--- src/rtl/sort_sequencer.sv ---
// sort_sequencer: buffers a signed burst, bubble-sorts it with one shared comparator, streams it out ascending.
// comparator_lt: signed a < b, resolving sign mismatch before the magnitude compare so no overflow is possible.

module comparator_lt #(
   parameter int N = 32
) (
   input  logic [N-1:0] a,
   input  logic [N-1:0] b,
   output logic         lt
);
   assign lt = (a[N-1] != b[N-1]) ? a[N-1] : (a[N-2:0] < b[N-2:0]);
endmodule

module sort_sequencer #(
   parameter int N     = 32,
   parameter int DEPTH = 8
) (
   input  logic         clk,
   input  logic         rst,
   input  logic         in_valid,
   output logic         in_ready,
   input  logic [N-1:0] in_data,
   input  logic         in_last,
   output logic         out_valid,
   input  logic         out_ready,
   output logic [N-1:0] out_data,
   output logic         out_last,
   output logic         busy
);
   localparam int AW = $clog2(DEPTH);
   localparam int CW = $clog2(DEPTH + 1);

   typedef enum logic [1:0] {LOAD, SORT, DRAIN} state_t;

   state_t        state;
   logic [N-1:0]  mem [DEPTH];
   logic [CW-1:0] count;
   logic [AW-1:0] i, i1, limit, rd;
   logic          swapped, lt, load_hs, burst_end;

   assign i1        = i + AW'(1);
   assign load_hs   = in_ready && in_valid;
   assign burst_end = in_last || (count == CW'(DEPTH - 1));
   assign out_data  = mem[rd];
   assign out_last  = out_valid && (CW'(rd) == count - CW'(1));

   comparator_lt #(.N(N)) u_cmp (.a(mem[i1]), .b(mem[i]), .lt(lt));

   // Buffer has no reset: its contents only matter once count says they were loaded.
   always_ff @(posedge clk) begin
      if (load_hs)
         mem[AW'(count)] <= in_data;
      else if (state == SORT && lt) begin
         mem[i]  <= mem[i1];
         mem[i1] <= mem[i];
      end
   end

   always_ff @(posedge clk or negedge rst) begin
      if (!rst) begin
         state     <= LOAD;
         count     <= '0;
         i         <= '0;
         limit     <= '0;
         rd        <= '0;
         swapped   <= 1'b0;
         in_ready  <= 1'b1;
         out_valid <= 1'b0;
         busy      <= 1'b0;
      end else begin
         case (state)
            LOAD: begin
               if (load_hs) begin
                  count <= count + CW'(1);
                  if (burst_end) begin
                     state     <= (count == '0) ? DRAIN : SORT;
                     in_ready  <= 1'b0;
                     busy      <= (count != '0);
                     out_valid <= (count == '0);
                     limit     <= AW'(count);
                     i         <= '0;
                     swapped   <= 1'b0;
                     rd        <= '0;
                  end
               end
            end
            SORT: begin
               swapped <= swapped | lt;
               if (i < limit - AW'(1))
                  i <= i1;
               else if (limit == AW'(1) || !(swapped || lt)) begin
                  state     <= DRAIN;
                  busy      <= 1'b0;
                  out_valid <= 1'b1;
                  rd        <= '0;
               end else begin
                  limit   <= limit - AW'(1);
                  i       <= '0;
                  swapped <= 1'b0;
               end
            end
            DRAIN: begin
               if (out_ready) begin
                  if (out_last) begin
                     count     <= '0;
                     state     <= LOAD;
                     out_valid <= 1'b0;
                     in_ready  <= 1'b1;
                  end else
                     rd <= rd + AW'(1);
               end
            end
            default: state <= LOAD;
         endcase
      end
   end
endmodule

--- config.mk ---
export PLATFORM = sky130hd
export DESIGN_NAME = sort_sequencer
export DESIGN_NICKNAME = d
export VERILOG_FILES = /design/src/rtl/sort_sequencer.sv
export SDC_FILE = /design/constraint.sdc
export NUM_CORES = 1
export LEC_CHECK = 0
export BUFFER_PORTS_ARGS = -buffer_cell sky130_fd_sc_hd__buf_2
export CAP_MARGIN = 10
export CORE_MARGIN = 2
export CORE_UTILIZATION = 50
export CTS_CLUSTER_SIZE = 16
export DETAILED_ROUTE_END_ITERATION = 12
export MAX_ROUTING_LAYER = met4
export PLACE_DENSITY = 0.69
export REMOVE_ABC_BUFFERS = 1
export SYNTH_ARGS = -nofsm -noshare
export SYNTH_HDL_FRONTEND = slang
export SYNTH_HIERARCHICAL = 1
export SYNTH_SLANG_ARGS = --single-unit
--- constraint.sdc ---
create_clock -name clk -period 9.92 [get_ports clk]
set_input_delay 0 -clock clk [delete_from_list [all_inputs] [get_ports clk]]
set_output_delay 0 -clock clk [all_outputs]
set_load 0.02 [all_outputs]
# Word-level counts from Yosys, hierarchy flattened

Memory sizes are Yosys's and may differ from the RTL's.
Index checks and enable logic that the tools add are counted.

Register bits: 19
RAM bits: 256
Bits of input ports: 37
Output and inout bits: 36
Logic and storage cells: 112
Memories: 1

Memory list:

| name | depth | width | read ports | clocked after memory_dff | wr ports | line | text |
|---|---|---|---|---|---|---|---|
| mem  | 8     | 32    | 3          | 0                        | 2        | 36   | `logic [N-1:0] mem [DEPTH];` |

$add $sub $neg: 5
Order comparisons: 2
Equal/unequal tests: 15
Muxes and demuxes: 56
Bitwise logic cells: 1
Reductions and logical operators: 23

Operator list:

| cell                                                                   | count |
|---|---|
| 3-bit two-way mux                                                      | 13 |
| 32-bit two-way mux                                                     | 1 |
| 32-bit OR reduction                                                    | 1 |
| 31-bit < comparator                                                    | 1 |
| 1-bit two-way mux                                                      | 23 |
| 5-bit AND reduction                                                    | 3 |
| 2-bit two-way mux                                                      | 7 |
| 2-bit != test (second input constant)                                  | 7 |
| 7-bit AND reduction                                                    | 2 |
| 4-bit two-way mux                                                      | 3 |
| 3-bit one-hot mux with 2 select lines                                  | 2 |
| 3-bit one-hot mux with 3 select lines                                  | 1 |
| 4-bit one-hot mux with 2 select lines                                  | 1 |
| 4-bit AND reduction                                                    | 2 |
| 3-bit by 1-bit adder with 3-bit output (second input constant)         | 2 |
| 1-bit one-hot mux with 2 select lines                                  | 3 |
| 2-bit one-hot mux with 3 select lines                                  | 1 |
| 6-bit AND reduction                                                    | 1 |
| 4-bit by 1-bit adder with 4-bit output (second input constant)         | 1 |
| 3-bit by 4-bit equality test with 1-bit output                         | 1 |
| 4-bit by 3-bit equality test with 1-bit output (second input constant) | 1 |
| 4-bit logical NOT                                                      | 1 |
| 2-bit nonzero test                                                     | 2 |
| 4-bit nonzero test                                                     | 1 |
| 17 further kinds                                                       | 21 |

# Logic depth before layout (Yosys ltp)

Gate-level depths: netlist (run 1).
An unclocked memory read counts as a cell.

Word-level depth: 10
Mapped depth: 19
Gate-level depth less buffers: 15

# Modules after synthesis

Netlist (run 1), hierarchy kept.

By module, submodules not included:

| module         | times used | cells each | area an instance (um2) | seq. area each (um2) |
|---|---|---|---|---|
| sort_sequencer | 1          | 1275       | 19197.2                | 8164.1 |
| comparator_lt  | 1          | 108        | 785.8                  | 0.0 |

# Least setup slack after synthesis (run 1)

No wires, ideal clock.

Path kind: register to register
From: reg i[0]
To: mem mem[2][0] (enable)
Library setup time: 466 ps
Data arrival time: 5893 ps
Data required time: 9454 ps
Slack: 3561 ps
Stages on the path, launching flop included: 19
Path buffers: 4
Period minus slack after synthesis: 6359 ps
Path through: dfrtp_1 -> ha_1 -> buf_2 -> buf_4 -> mux4_2 -> nand2_1 -> nand2_1 -> ha_1 -> a211oi_1 -> nor2_1 -> a211oi_1 -> maj3_1 -> and3_1 -> and3_1 -> buf_2 -> buf_4 -> and3_1 -> a31oi_1 -> o21ai_0

RTL lines:

| element                | line | text |
|---|---|---|
| from (decl)            | 38   | `logic [AW-1:0] i, i1, limit, rd;` |
| from (signal assigned) | 90   | `i <= i1;` |
| to (decl)              | 36   |  |

==> metrics.json, run 1 <==
{
  "multiInputGateArea_um2": 11000,
  "setup_viol": 0,
  "layout.cells.most_common_list": "299 x sky130_fd_sc_hd__mux2i_1, 256 x sky130_fd_sc_hd__edfxtp_1, 160 x sky130_fd_sc_hd__mux4_2, 76 x sky130_fd_sc_hd__inv_1, 72 x sky130_fd_sc_hd__buf_2",
  "final_min_period_over_clock_period_pct": 72.7,
  "timing_worst_setup_path_type": "reg -> reg",
  "fmax_ghz": 0.139,
  "number_of_warning_messages_in_the_yosys_log": 6,
  "power.leakage_nw": 9.12,
  "route.met3.wl_um": 3830,
  "remaining_drc_errors": 0,
  "wl_met1_um": 23300,
  "crit_slowest_cell": "sky130_fd_sc_hd__ha_4",
  "maxCapViolations": 0,
  "globalplace.congestion": 0.828,
  "starting_density_of_the_core_pct": 50.5,
  "placed_cell_areas_um2": 20700,
  "worstSkewPairLatency_ns": 0.55,
  "h_tree_depth": 2,
  "clkSinkCount": 275,
  "ys_seq_elements": 275,
  "wl_um": 55400,
  "post_drt_wl_per_cell_um": 27.6,
  "critical_path.reg2reg.startpoint": "i[0]",
  "worst_hold_slack_ns": 0.0249,
  "grt-ovfl-total": 0,
  "detailed_place_hpwl_um": 33200,
  "worstSetupEndpoint": "mem[5][10]",
  "drt_first_pass_iters": 5,
  "vias": 13100,
  "timing.critical_path.to_type": "register",
  "worst_setup_hold_path_clk_slew_ns": 0.06,
  "root_buffer": "sky130_fd_sc_hd__clkbuf_16",
  "layout.nets": 1532,
  "via_density_per_instance": 6.52,
  "total_i_o_pin_count": 73,
  "highest_routed_layer": "met4",
  "die_w_um": 204,
  "crit_chain": "ha_4 -> nand2b_1 -> o2111ai_2 -> ha_1 -> a21oi_1 -> o21ai_1 -> a211oi_1 -> maj3_1 -> and3_1 -> and3_2 -> buf_4 -> a2bb2oi_1 -> o21ai_4 -> buf_4",
  "synth-seq-area-share_pct": 40.9,
  "ff2ff_setup_slack_ns": 2.71,
  "ff_latch_area_um2": 8180,
  "floorplan.die_area_um2": 41600,
  "async_reset_ff_share_pct": 6.91,
  "synth_cell_types": 67,
  "dieHeight_um": 204,
  "clock_path_buffers": 3,
  "syn-cell-area_um2": 20000,
  "rr_endpoint": "mem[5][10]",
  "p_per_area_nw_per_um2": 138,
  "synth-main-ff-cell": "sky130_fd_sc_hd__edfxtp_1",
  "number_of_antenna_violations_at_the_first_check_in_global_routing": 1,
  "cp_data_arrival_time_ns": 7.42,
  "placement_rows": 73,
  "io_buffers": 72,
  "drt_iter0_markers": 1244,
  "finalCriticalPeriod_ns": 7.21,
  "filler_cell_count": 3275,
  "cpPeakStageDelay_ns": 0.93,
  "postCtsSetupBuffers": 0,
  "hold_path_startpoint": "in_data[14]",
  "cts_tree": "built",
  "wl_met2_um": 26700,
  "finalClockSkew_ns": 0.0330,
  "tritoncts.num_buffers": 34,
  "worst_path_most_repeated_cell": "sky130_fd_sc_hd__buf_4",
  "depth_of_the_worst_register_to_register_path": 14,
  "final-max-slew-violation-count": 0,
  "vias_in_the_first_global_route": 13300,
  "status": "complete, no violations",
  "post-route-cell-area_um2": 22100,
  "syn-instance-count": 1383,
  "fraction_of_final_layout_cells_with_drive_strength_greater_than_1_pct": 32.8,
  "route.antenna.remaining_nets": 0,
  "floorplan.core_area_um2": 39500,
  "timing.critical_path.from": "i[0]",
  "vdd_drop_max_uv": 133,
  "timing.critical_path.fanout_max": 46,
  "grt_setup_unrepaired": "false",
  "wire_length_of_the_first_global_routing_pass_um": 84100,
  "slew_headroom_pct": 26.6,
  "min_path_type": "in -> reg",
  "timing_hold_violations_final": 0,
  "critical_path_data_required_time_ns": 10.13,
  "timing_worst_slew_pin_value_ns": 1.10,
  "worstSetupStartpointType": "register",
  "track_usage_pct": 28.1,
  "synth_area_per_cell_um2": 14.4,
  "layout.cells.most_common": "sky130_fd_sc_hd__mux2i_1",
  "synth_edf_count": 256,
  "maximum_number_of_pins_on_one_net_before_global_route_repair": 56,
  "area.growth.synth_to_final_pct": 10.6
}
-- area by class of cell --
class / count / area share (%)
Clock inverter: 15 / 0.357
Antenna cell: 1 / 0.0113
Sequential cell: 275 / 37.0
Inverter: 77 / 1.32
Clock buffer: 45 / 4.13
Timing Repair Buffer: 138 / 4.29
Multi-Input combinational cell: 927 / 49.9
Tap cell: 525 / 2.97
-- repair_timing --
item	CTS	global route
hold buffers	37	0
gates resized for setup	0	0
hold endpoints to repair	261	0
-- power by group --
part,switching [mW],total [mW],internal (mW)
clock network,0.499,1.15,0.649
registers,0.0276,1.30,1.27
logic,0.327,0.595,0.268
total,0.854,3.04,2.19
-- metrics by stage --
stage	utilization (%)	std cells	TNS, ns	setup slack [ns]	total power, mW
4_1_cts	55.9	2002	0	2.73	3.06
5_1_grt	55.9	2003	0	2.43	3.13
3_3_place_gp	52.4	1905	0	2.90	1.90
2_1_floorplan	-	1279	-1821.45	-5.03	1.72
3_5_place_dp	52.4	1905	0	2.77	1.91
6_report	55.9	2003	0	2.71	3.04
-- logic make-up after synthesis --
kind of cell,share of synthesized area (%)
compound gates,4.87
xor+xnor,0.407
fa+ha+maj,2.68
buf+inv,4.69
flops,40.9
mux,41.5
simple gates,4.96
-- state kept, by name (all words and copies together), names as in the netlist, 2 cells and up --
name and cells:
mem 256, limit 3, count 4, state 2
i 3, rd 3
-- per-layer routing --
metal	GRT usage, %	vias to the layer above
li1	-	5684
met1	37.7	6721
met2	44.3	563
met3	4.27	96
met4	9.25	0
met5	-	-
-- worst min path at each step --
stage                      end  slack (ns)  cells past startpoint
global placement      state[0]       -0.02                      1
finish              mem[6][14]        0.02                      3
CTS                 mem[6][14]       0.003                      3
floorplan                 busy       -0.30                      0
detailed placement    state[1]       -0.03                      1
global route        mem[6][14]        0.04                      3
-- synthesized netlist by cell type, types with 26 or more instances --
library cell	n	area [um2]
sky130_fd_sc_hd__mux4_2	160	3600
sky130_fd_sc_hd__nand2_1	72	270
sky130_fd_sc_hd__mux2i_1	299	2990
sky130_fd_sc_hd__buf_2	43	215
sky130_fd_sc_hd__mux2_2	58	653
sky130_fd_sc_hd__edfxtp_1	256	7690
sky130_fd_sc_hd__nand3_1	44	220
sky130_fd_sc_hd__inv_1	76	285
sky130_fd_sc_hd__ha_1	42	526
sky130_fd_sc_hd__mux2i_4	42	946
sky130_fd_sc_hd__or3_1	26	163
sky130_fd_sc_hd__a21oi_1	33	165
-- worst max-delay path: cells and delay by family (launching register included) --
family	cells	cell delay (ns)
and+or+nand+nor	3	1.39
DFF	1	0.72
buffers and inverters	2	1.00
AOI/OAI and AO/OA	6	2.12
adders and majority gates	3	1.65
Note: power is estimated with default switching activity, not from simulation.
==> run 2, diff against run 1 <==
Clock period 9.92 ns to 7.4 ns, I/O delays scaled along.
==> run 2 against run 1 <==
Die area unchanged. Routed wire length grew 2.5%. Maximum frequency grew 15%. Largest power group is now clock. Critical endpoint is now mem[6][26]. Sequential share of layout area is 0.70 points lower. Clock-buffer cell count is 8 lower. Critical path type unchanged.
==> metrics.json, run 2 (same netlist as run 1, synthesis figures left out) <==
{
  "status": "complete, no violations",
  "root_buffer": "sky130_fd_sc_hd__clkbuf_16",
  "post_drt_wl_per_cell_um": 28.1,
  "maximum_number_of_pins_on_one_net_before_global_route_repair": 134,
  "clock_path_buffers": 3,
  "finalCriticalPeriod_ns": 6.27,
  "floorplan.core_area_um2": 39500,
  "placement_rows": 73,
  "timing.critical_path.to_type": "register",
  "power.leakage_nw": 9.33,
  "finalClockSkew_ns": 0.0172,
  "cts_tree": "built",
  "register_containing_the_most_flip_flops_in_the_final_layout": "mem",
  "timing_worst_setup_path_type": "reg -> reg",
  "maxCapViolations": 0,
  "int_pwr_mw": 3.22,
  "timing_hold_violations_final": 0,
  "share_seq_of_total_power_pct": 39.2,
  "tritoncts.num_buffers": 35,
  "globalplace.congestion": 0.849,
  "layout.nets": 1547,
  "fmax_ghz": 0.160,
  "placed_cell_areas_um2": 20900,
  "via_density_per_instance": 6.53,
  "vias": 13200,
  "antennaDiodeCount": 0,
  "comb_power_share_pct": 18.6,
  "timing.critical_path.fanout_max": 34,
  "grt-ovfl-total": 0,
  "dp_slack_ns": 1.12,
  "drt_first_pass_iters": 5,
  "wl_um": 56800,
  "slew_headroom_pct": 19.8,
  "layout.cells.most_common_list": "299 x sky130_fd_sc_hd__mux2i_1, 256 x sky130_fd_sc_hd__edfxtp_1, 160 x sky130_fd_sc_hd__mux4_2, 76 x sky130_fd_sc_hd__inv_1, 72 x sky130_fd_sc_hd__buf_2",
  "cell_total_after_placement": 1919,
  "vias_in_the_first_global_route": 13600,
  "h_tree_depth": 2,
  "cts_repair_resize_count": 0,
  "io_buffers": 72,
  "fraction_of_final_layout_cells_with_drive_strength_greater_than_1_pct": 34.0,
  "worst_hold_slack_ns": 0.0490,
  "power_frac_clock_pct": 42.2,
  "layoutNonFillerInstCount": 2017,
  "die_w_um": 204,
  "switching_component_of_the_power_mw": 1.18,
  "setup_viol": 0,
  "remaining_drc_errors": 0,
  "dieHeight_um": 204,
  "worstSkewPairLatency_ns": 0.55,
  "final_critical_path_setup_slack_ns": 1.13,
  "detailed_place_hpwl_um": 34800,
  "area.growth.synth_to_final_pct": 12.7,
  "track_usage_pct": 28.8,
  "clkSinkCount": 275,
  "setup_tns_ns": 0,
  "number_of_antenna_violations_at_the_first_check_in_global_routing": 0,
  "cp_data_arrival_time_ns": 6.49,
  "critical_path_data_required_time_ns": 7.62,
  "min_path_type": "in -> reg",
  "vdd_drop_max_uv": 199,
  "power.switching_fraction_pct": 26.9,
  "final-max-slew-violation-count": 0,
  "wire_length_of_the_first_global_routing_pass_um": 86100,
  "worstSetupStartpointType": "register",
  "final_min_period_over_clock_period_pct": 84.7,
  "route.antenna.remaining_nets": 0,
  "drt_iter0_markers": 1136,
  "floorplan.die_area_um2": 41600,
  "timing_worst_slew_pin_value_ns": 1.20,
  "ff2ff_setup_slack_ns": 1.13,
  "largest_register_ff_count": 256,
  "post-route-cell-area_um2": 22500,
  "p_per_area_nw_per_um2": 195,
  "grt_setup_unrepaired": "false",
  "largestRegisters": "mem: 256 flops, count: 4 flops",
  "worst_setup_hold_path_clk_slew_ns": 0.06,
  "total_i_o_pin_count": 73,
  "layout.cells.most_common": "sky130_fd_sc_hd__mux2i_1",
  "starting_density_of_the_core_pct": 50.5
}
-- run 2: cell type report --
| type | instances | area [um2] |
|---|---|---|
| Fill cell | 3176 | 17000 |
| Multi-Input combinational cell | 927 | 11000 |
| Clock inverter | 24 | 300 |
| Clock buffer | 37 | 926 |
| Timing Repair Buffer | 152 | 1140 |
| Inverter | 77 | 292 |
| Tap cell | 525 | 657 |
| Sequential cell | 275 | 8180 |
-- run 2: metrics by stage --
| stage | util, % | power, mW |
|---|---|---|
| 6_report | 57.0 | 4.40 |
| 5_1_grt | 57.0 | 4.52 |
| 4_1_cts | 57.0 | 4.42 |
| 3_5_place_dp | 52.9 | 2.56 |
| 3_3_place_gp | 52.9 | 2.56 |
| 2_1_floorplan | - | 2.31 |
-- run 2: path summary, 6_finish.rpt --
path                              from         end  cells past startpoint
max                               i[1]  mem[6][26]                     16
min in group asynchronous          rst    in_ready                      3
min reg2reg                  out_valid   out_valid                      1
min                        in_data[14]  mem[5][14]                      3
max in group asynchronous          rst        i[1]                      4
max reg2reg                       i[1]  mem[6][26]                     16
-- run 2: metal layers --
metal	track usage (%)	vias to the layer above	part of all wire, %	routed length, um
li1	-	5702	-	-
met1	37.3	6784	41	23000
met2	45.3	556	48	27400
met3	5.02	126	7.7	4350
met4	11.2	0	3.5	1960
met5	-	-	0	0
-- run 2: power by group through the flow --
stage	combinational, mW	sequential, mW	clock [mW]
6_report	0.818	1.73	1.86
4_1_cts	0.819	1.73	1.87
5_1_grt	0.859	1.73	1.93
3_3_place_gp	0.798	1.76	0
3_5_place_dp	0.801	1.76	0
2_1_floorplan	0.487	1.82	0
-- run 2: timing repair --
action / in CTS / in global routing
setup endpoints to repair: 0 / 0
hold endpoints to repair: 269 / 0
setup buffers: 0 / 0
hold buffers: 37 / 0
-- run 2: worst max-delay path, cell delays in order, from the launching register on --
cell                      delay [ns]
sky130_fd_sc_hd__dfrtp_4        0.61
sky130_fd_sc_hd__ha_4           0.77
sky130_fd_sc_hd__buf_4          0.33
sky130_fd_sc_hd__mux4_2         0.51
sky130_fd_sc_hd__nand2_1        0.10
sky130_fd_sc_hd__nand2_1        0.08
sky130_fd_sc_hd__ha_1           0.33
sky130_fd_sc_hd__nand4_1        0.14
sky130_fd_sc_hd__nor2_1         0.05
sky130_fd_sc_hd__a221o_1        0.30
sky130_fd_sc_hd__o21ai_0        0.28
sky130_fd_sc_hd__and3_1         0.31
sky130_fd_sc_hd__and3_2         0.23
sky130_fd_sc_hd__buf_4          0.39
sky130_fd_sc_hd__a31oi_1        0.28
sky130_fd_sc_hd__o21ai_4        0.79
sky130_fd_sc_hd__buf_4          0.41
==> run 3, diff against run 2 <==
Clock period 7.4 ns to 5.8 ns, I/O delays scaled along.
==> run 3 against run 2 <==
Core utilization is essentially flat. First-iteration DRC count shrank 15%. Sequential share of layout area about the same. Register-to-register slack lost 0.75 ns. Setup slack lost 0.75 ns. Non-clock buffer count grew 14. Critical path depth is the same. Clock skew is 0.0083 ns higher. Via count grew 0.31%. Clock power rose by 7%.
==> metrics.json, run 3 (same netlist as run 1, synthesis figures left out) <==
{
  "filler_cell_count": 3206,
  "timing_hold_violations_final": 0,
  "vias_in_the_first_global_route": 13800,
  "comb_power_share_pct": 18.7,
  "die_w_um": 204,
  "remaining_drc_errors": 0,
  "fraction_of_final_layout_cells_with_drive_strength_greater_than_1_pct": 34.2,
  "final_min_period_over_clock_period_pct": 93.5,
  "int_pwr_mw": 3.78,
  "timing_worst_slew_pin_value_ns": 1.13,
  "final_critical_path_setup_slack_ns": 0.377,
  "via_density_per_instance": 6.50,
  "switching_component_of_the_power_mw": 1.45,
  "p_per_area_nw_per_um2": 232,
  "min_path_type": "in -> reg",
  "clock_path_buffers": 3,
  "area.growth.synth_to_final_pct": 12.8,
  "grt_use_met1_pct": 36.4,
  "total_power_mw": 5.23,
  "register_containing_the_most_flip_flops_in_the_final_layout": "mem",
  "ff2ff_setup_slack_ns": 0.38,
  "wire_length_of_the_first_global_routing_pass_um": 85100,
  "rr_endpoint": "mem[5][19]",
  "worstSetupStartpointType": "register",
  "setup_viol": 0,
  "largestRegisters": "mem: 256 flops, count: 4 flops",
  "route.antenna.remaining_nets": 0,
  "detailed_place_hpwl_um": 34600,
  "dieHeight_um": 204,
  "finalClockSkew_ns": 0.0254,
  "dp_slack_ns": 0.394,
  "depth_of_the_worst_register_to_register_path": 16,
  "layout.nets": 1560,
  "met2_usage_pct": 45.9,
  "timing.critical_path.fanout_max": 29,
  "worst_setup_hold_path_clk_slew_ns": 0.06,
  "starting_density_of_the_core_pct": 50.5,
  "timing.critical_path.to_type": "register",
  "finalCriticalPeriod_ns": 5.42,
  "grt_setup_unrepaired": "false",
  "drt_first_pass_iters": 5,
  "layout.cells.most_common_list": "299 x sky130_fd_sc_hd__mux2i_1, 256 x sky130_fd_sc_hd__edfxtp_1, 160 x sky130_fd_sc_hd__mux4_2, 76 x sky130_fd_sc_hd__inv_1, 72 x sky130_fd_sc_hd__buf_2",
  "h_tree_depth": 2,
  "power.switching_fraction_pct": 27.7,
  "most_utilized_layer_in_the_global_route_result": "met2",
  "critical_path.reg2reg.startpoint": "i[0]",
  "share_seq_of_total_power_pct": 43.1,
  "clkSinkCount": 275,
  "maxCapViolations": 0,
  "total_i_o_pin_count": 73,
  "vdd_drop_max_uv": 182,
  "globalplace.congestion": 0.830,
  "grt_util_met3_pct": 4.50,
  "maximum_number_of_pins_on_one_net_before_global_route_repair": 106,
  "floorplan.core_area_um2": 39500,
  "final-max-slew-violation-count": 0,
  "fmax_ghz": 0.184,
  "worstSetupEndpoint": "mem[5][19]",
  "worst_hold_slack_ns": 0.0228,
  "root_buffer": "sky130_fd_sc_hd__clkbuf_16",
  "wl_um": 55900,
  "vias": 13200,
  "io_buffers": 72,
  "layoutNonFillerInstCount": 2031,
  "floorplan.die_area_um2": 41600,
  "post_drt_wl_per_cell_um": 27.5,
  "slew_headroom_pct": 24.1,
  "cell_total_after_placement": 1934,
  "cts_tree": "built",
  "largest_register_ff_count": 256,
  "drt_iter0_markers": 965,
  "status": "complete, no violations",
  "worstSkewPairLatency_ns": 0.53,
  "number_of_antenna_violations_at_the_first_check_in_global_routing": 1,
  "power_frac_clock_pct": 38.2,
  "power.leakage_nw": 9.35,
  "placement_rows": 73,
  "cp_data_arrival_time_ns": 5.68,
  "track_usage_pct": 28.4,
  "tritoncts.num_buffers": 34,
  "grt-ovfl-total": 0,
  "timing.critical_path.from": "i[0]",
  "layout.cells.most_common": "sky130_fd_sc_hd__mux2i_1",
  "timing_worst_setup_path_type": "reg -> reg",
  "critical_path_data_required_time_ns": 6.06
}
[run 3: worst min-delay path by stage]
stage,cells past startpoint,slack (ns),to,startpoint
6_report,4,0.02,count[3],in_valid
4_1_cts,4,0.02,count[3],in_valid
5_1_grt,3,0.06,mem[7][19],in_data[19]
3_5_place_dp,1,-0.03,out_valid,rst
2_1_floorplan,0,-0.30,busy,rst
3_3_place_gp,1,-0.02,rd[1],rst
[run 3: cell type report]
class | instances | area, um2 | area share, %
multi-input combinational | 927 | 11000 | 49.0
inverter | 77 | 292 | 1.29
antenna | 1 | 2.50 | 0.0111
clock buffer | 42 | 902 | 4.00
sequential | 275 | 8180 | 36.3
clock inverter | 18 | 113 | 0.500
tap | 525 | 657 | 2.92
timing repair buffer | 166 | 1360 | 6.02
[run 3: power by group through the flow]
stage          Combinational, mW  Clock [mW]  Sequential [mW]
6_report                   0.979        1.99             2.25
5_1_grt                     1.04        2.09             2.26
4_1_cts                    0.992        2.02             2.25
3_5_place_dp               0.968           0             2.29
3_3_place_gp               0.957           0             2.29
2_1_floorplan              0.621           0             2.33
[run 3: critical path, cell delays in order (launching register included)]
cell and delay [ns]:
sky130_fd_sc_hd__dfrtp_4 0.52, sky130_fd_sc_hd__ha_4 0.65, sky130_fd_sc_hd__buf_4 0.35, sky130_fd_sc_hd__mux4_2 0.52
sky130_fd_sc_hd__nand2_1 0.09, sky130_fd_sc_hd__nand2_1 0.10, sky130_fd_sc_hd__ha_1 0.34, sky130_fd_sc_hd__nand4_1 0.16
sky130_fd_sc_hd__nor2_1 0.07, sky130_fd_sc_hd__a221o_1 0.30, sky130_fd_sc_hd__o21ai_0 0.14, sky130_fd_sc_hd__and3_1 0.31
sky130_fd_sc_hd__and3_2 0.34, sky130_fd_sc_hd__buf_4 0.23, sky130_fd_sc_hd__buf_4 0.34, sky130_fd_sc_hd__mux2i_2 0.52
sky130_fd_sc_hd__mux2i_1 0.15
[run 3: metal layers]
metal	vias up	part of all wire (%)
met5	-	0
met4	0	3.5
met3	127	7.1
met2	541	49
met1	6791	40
li1	5750	-
[run 3: metrics by stage]
step	setup TNS, ns	util [%]	instance area [um2]
floorplan	-3988.57	-	19300
finish	0	57.0	22500
detailed placement	0	53.5	21200
global placement	0	53.5	21200
CTS	0	57.0	22500
global route	0	57.0	22500
[run 3: timing repair]
| item | in CTS | in global routing |
|---|---|---|
| resized for setup | 0 | 0 |
| hold buffers | 36 | 0 |
| endpoints found under the hold margin | 249 | 0 |
| buffers inserted | 0 | 0 |
